===== src/rtl/ones_run_serializer.sv =====
// LSB-first word serializer with a predicted Mealy run-of-ones detector output
// and a saturating count of predicted detections.
module ones_run_serializer #(
    parameter int WIDTH   = 8,
    parameter int RUN_LEN = 3,
    parameter int CNT_W   = 16
) (
    input  logic             clk,
    input  logic             reset,
    input  logic             load_valid,
    output logic             load_ready,
    input  logic [WIDTH-1:0] load_data,
    input  logic             clr_count,
    output logic             c,
    output logic             c_valid,
    output logic             exp_d,
    output logic             busy,
    output logic [CNT_W-1:0] det_count
);

    localparam int IDX_W = (WIDTH > 1) ? $clog2(WIDTH) : 1;
    localparam int RUN_W = (RUN_LEN > 1) ? $clog2(RUN_LEN) : 1;
    localparam logic [IDX_W-1:0] IDX_LAST = IDX_W'(WIDTH - 1);
    localparam logic [RUN_W-1:0] RUN_MAX  = RUN_W'(RUN_LEN - 1);
    localparam logic [CNT_W-1:0] CNT_MAX  = {CNT_W{1'b1}};

    typedef enum logic [0:0] {
        IDLE  = 1'b0,
        SHIFT = 1'b1
    } state_t;

    state_t           state_r, state_nxt_s;
    logic [WIDTH-1:0] sr_r, sr_nxt_s;
    logic [IDX_W-1:0] idx_r, idx_nxt_s;
    logic [RUN_W-1:0] run_r, run_nxt_s;
    logic [CNT_W-1:0] cnt_r, cnt_nxt_s;
    logic             shifting_s, last_bit_s, bit_s, exp_d_s;

    // Decode of the observable stream from the registered state.
    always_comb begin
        shifting_s = (state_r == SHIFT);
        last_bit_s = shifting_s && (idx_r == IDX_LAST);
        bit_s      = shifting_s && sr_r[0];
        exp_d_s    = bit_s && (run_r == RUN_MAX);
    end

    // Next-state logic: load, shift, and zero-gap reload on the last bit.
    always_comb begin
        state_nxt_s = state_r;
        sr_nxt_s    = sr_r;
        idx_nxt_s   = idx_r;
        case (state_r)
            IDLE: begin
                if (load_valid) begin
                    state_nxt_s = SHIFT;
                    sr_nxt_s    = load_data;
                    idx_nxt_s   = {IDX_W{1'b0}};
                end else begin
                    state_nxt_s = IDLE;
                end
            end
            SHIFT: begin
                if (idx_r == IDX_LAST) begin
                    if (load_valid) begin
                        state_nxt_s = SHIFT;
                        sr_nxt_s    = load_data;
                        idx_nxt_s   = {IDX_W{1'b0}};
                    end else begin
                        state_nxt_s = IDLE;
                        sr_nxt_s    = {WIDTH{1'b0}};
                        idx_nxt_s   = {IDX_W{1'b0}};
                    end
                end else begin
                    sr_nxt_s  = {1'b0, sr_r[WIDTH-1:1]};
                    idx_nxt_s = idx_r + IDX_W'(1);
                end
            end
            default: begin
                state_nxt_s = IDLE;
                sr_nxt_s    = {WIDTH{1'b0}};
                idx_nxt_s   = {IDX_W{1'b0}};
            end
        endcase
    end

    // Run tracking (idle cycles break a run) and the saturating detection count.
    always_comb begin
        run_nxt_s = {RUN_W{1'b0}};
        cnt_nxt_s = cnt_r;
        if (bit_s) begin
            if (run_r == RUN_MAX) begin
                run_nxt_s = run_r;
            end else begin
                run_nxt_s = run_r + RUN_W'(1);
            end
        end else begin
            run_nxt_s = {RUN_W{1'b0}};
        end
        if (clr_count) begin
            cnt_nxt_s = {CNT_W{1'b0}};
        end else if (exp_d_s && (cnt_r != CNT_MAX)) begin
            cnt_nxt_s = cnt_r + CNT_W'(1);
        end else begin
            cnt_nxt_s = cnt_r;
        end
    end

    // State registers with asynchronous active-low reset.
    always_ff @(posedge clk or negedge reset) begin
        if (!reset) begin
            state_r <= IDLE;
            sr_r    <= {WIDTH{1'b0}};
            idx_r   <= {IDX_W{1'b0}};
            run_r   <= {RUN_W{1'b0}};
            cnt_r   <= {CNT_W{1'b0}};
        end else begin
            state_r <= state_nxt_s;
            sr_r    <= sr_nxt_s;
            idx_r   <= idx_nxt_s;
            run_r   <= run_nxt_s;
            cnt_r   <= cnt_nxt_s;
        end
    end

    assign load_ready = !shifting_s || last_bit_s;
    assign c          = bit_s;
    assign c_valid    = shifting_s;
    assign busy       = shifting_s;
    assign exp_d      = exp_d_s;
    assign det_count  = cnt_r;

endmodule


===== config.mk =====
export PLATFORM = sky130hd
export DESIGN_NAME = ones_run_serializer
export DESIGN_NICKNAME = d
export VERILOG_FILES = /design/src/rtl/ones_run_serializer.sv
export SDC_FILE = /design/constraint.sdc
export NUM_CORES = 1
export LEC_CHECK = 0
export CORE_MARGIN = 5
export CORE_UTILIZATION = 54
export DETAILED_ROUTE_END_ITERATION = 8
export MAX_ROUTING_LAYER = met4
export PLACE_DENSITY = 0.95
export SETUP_SLACK_MARGIN = 0.4
export SYNTH_ARGS = -nofsm -noshare
export SYNTH_HDL_FRONTEND = slang
export SYNTH_SLANG_ARGS = --single-unit

===== constraint.sdc =====
create_clock -name clk -period 3.2 [get_ports clk]
set_clock_uncertainty 0.1 [all_clocks]
set_input_delay 0.48 -clock clk [delete_from_list [all_inputs] [get_ports clk]]
set_output_delay 0.48 -clock clk [all_outputs]
set_load 0.005 [all_outputs]

==> reports/results.ini <==
[outcome]
status=finished clean

[synthesis]
synth_nets=173
syn-cell-area_um2=1575
avgSynthCellArea_um2=10.03
async_reset_ff_frac=1.000
seq_area_frac_synth=0.4766
synth_seq_cells=30
synth_edf_count=0
synth_cell_types=38
yosysWarnings=0
syn_inst=157
ys.flop_type=dfrtp_1

[timing]
hold_viol_final=0
max_freq_ghz=0.3767
fin_setup_tns_ns=0
worst_pin_slew_ns=0.7277
finalSetupViolations=0
rsz0062_at_grt=no
max-slew-margin-rel=0.5133
period_needed_ns=2.655
slew_violations=0
finalCritPeriodShare=0.8296

[setup_path]
critPathArrivalTime_ns=2.07
slowest_stage=clkdlybuf4s50_1
critPathRequiredTime_ns=2.62
max_stage_delay_ns=0.46
reg2reg_depth=4
crit_top_cell=ha_1
critPathCaptureType=primary output
crit_path_max_fanout=8
crit_path_start_kind=register
path_class=reg2out
crit_path_cell_trace=ha_1, ha_1, nor2b_2, inv_1, clkdlybuf4s50_1

[clock_network]
postCtsHoldBufs=0
cts_htree_levels=2
cts_tree=built
clk_latency_ns=0.34
cts_buffers=5
clockBufferDepth=2
clkTransAtPathRegs_ns=0.11
root_buffer=clkbuf_4
cts.sinks=30

[floorplan]
die_x_um=64.01
rows=19
ios=33
die_h_um=64.01
start_util=0.5664
core_um2=2781
die-area_um2=4097

[route]
dr.pass1.iters=4
routed_wl_um=3892
drc=0
postRouteAntennaNets=0
wl_per_cell_um=17.69
drt_iter0_markers=69
viasPerCell=6.373
vias=1402

[flow_run]
drv_cap=0

[power]
p_leak_nw=0.8805
vdd_drop_max_mv=0.5933
power.density_nw_per_um2=579.6

[finish]
finalNetCount=204
diodes=0
areaGrowthSynthToFinish_pct=28.20
finalNonFillerCells=220
layout-drive-gt1-share=0.08995

[grt]
grt_max_degree=31
grt_pass1_vias=1455
grt.overflow.total=0
antenna_found_initial=0
grt_pass1_wl_um=6748
track_usage=0.2134

[place]
dp.cells=212
place_hpwl_um=2701
io_buffers=32
gp_congestion=0.7610

[worst_hold_path]
holdPathStages=1
min_path_type=reg2reg

==> layout make-up <==
class	instances	area [um2]
Fill cell	195	762.0
Sequential cell	30	750.7
Multi-Input combinational cell	108	749.5
Timing Repair Buffer	34	335.3
Clock inverter	2	60.06
Clock buffer	6	51.30
Tap cell	31	38.79
Inverter	9	33.78
==> cell families (layout without fill, tap and decap cells) <==
logic type                 Yosys count  count (layout)  share of synthesized area
buffers and inverters               19              51                    0.04924
AOI/OAI and AO/OA                   40              40                     0.1668
xor gates and xnor gates             2               2                    0.01112
adders and majority gates            4               4                    0.03177
muxes                               12              12                    0.07863
and+or+nand+nor                     50              50                     0.1859
DFF                                 30              30                     0.4766
==> flip-flops by register name (all words and copies together) (netlist names) <==
signal / cells
sr_r: 8
busy: 1
idx_r: 3
run_r: 2
det_count: 16
==> metal layers <==
| metal | global-route usage | vias to the layer above | wire length (um) |
|---|---|---|---|
| li1 | - | 644 | - |
| met1 | 0.2368 | 679 | 1520 |
| met2 | 0.3656 | 65 | 2071 |
| met3 | 0.05254 | 14 | 220 |
| met4 | 0.08312 | 0 | 79 |
| met5 | - | - | 0 |
==> through the flow <==
stage                     instance area [um2]  total power, mW  utilization  hold WS [ns]  setup WS [ns]
final                                    2019            1.170       0.7260        0.4200         0.5451
after global routing                     2019            1.230       0.7260        0.4572         0.4101
after CTS                                2019            1.173       0.7260        0.4171         0.5581
after detailed placement                 1906           0.7715       0.6851        0.4023         0.8000
after global placement                   1906           0.7409       0.6851        0.3839         0.8802
after floorplan                          1575           0.6632            -       0.08441         0.9889
==> where the power goes <==
group / switching [mW] / leakage [nW] / internal [mW]
registers: 0.0539 / 0.403 / 0.447
logic: 0.130 / 0.419 / 0.141
clock network: 0.134 / 0.0585 / 0.265
total: 0.318 / 0.880 / 0.852
==> Yosys cell counts, types with 3 or more instances <==
master,n,share of area
a21oi_1,8,0.025
a22oi_1,7,0.033
clkbuf_1,5,0.012
dfrtp_1,30,0.48
ha_1,4,0.032
inv_1,9,0.021
mux2_2,3,0.021
mux2i_1,9,0.057
nand2_1,6,0.014
nand3_1,6,0.019
nor2_1,10,0.024
nor2b_1,5,0.020
nor4_1,3,0.012
o21ai_0,12,0.038
o31ai_1,4,0.019
o41ai_1,3,0.017
or4_1,3,0.014
==> critical path: cells and delay by family (launching register included) <==
| family | cells | cell delay (ns) |
|---|---|---|
| and+or+nand+nor | 1 | 0.30 |
| DFF | 1 | 0.41 |
| adders and majority gates | 2 | 0.43 |
| buffers and inverters | 2 | 0.59 |
==> repair_timing <==
action                     4_1_cts  5_1_grt
setup endpoints to repair        1        0
resized for setup                1        0
setup buffers                    0        0
==> final timing paths <==
kind	from	end	slack [ns]
setup / recovery	idx_r[0]$_DFFE_PN0P_	load_ready	0.55
hold / removal	idx_r[0]$_DFFE_PN0P_	idx_r[0]$_DFFE_PN0P_	0.42
setup reg to reg	busy$_DFF_PN0_	det_count[13]$_DFFE_PN0P_	0.77
hold reg to reg	idx_r[0]$_DFFE_PN0P_	idx_r[0]$_DFFE_PN0P_	0.42
max in group asynchronous	reset	sr_r[6]$_DFFE_PN0P_	2.26
min in group asynchronous	reset	run_r[1]$_DFFE_PN0N_	0.45
==> cells in the final DEF (no fill, tap or decap), drive strengths merged, types with 2 or more instances in the layout <==
cell           instances
clkdlybuf4s50         32
dfrtp                 30
o21ai                 12
nor2                  10
inv                    9
mux2i                  9
a21oi                  8
a22oi                  7
nand2                  6
nand3                  6
clkbuf                 6
nor2b                  5
o31ai                  4
ha                     4
or4                    4
o41ai                  3
nor4                   3
mux2                   3
nand4                  3
or3                    3
and3                   2
xor2                   2
and2                   2
a22o                   2
nor3                   2
o311ai                 2
bufinv                 2
buf                    2
(Power assumes the default switching activity.)
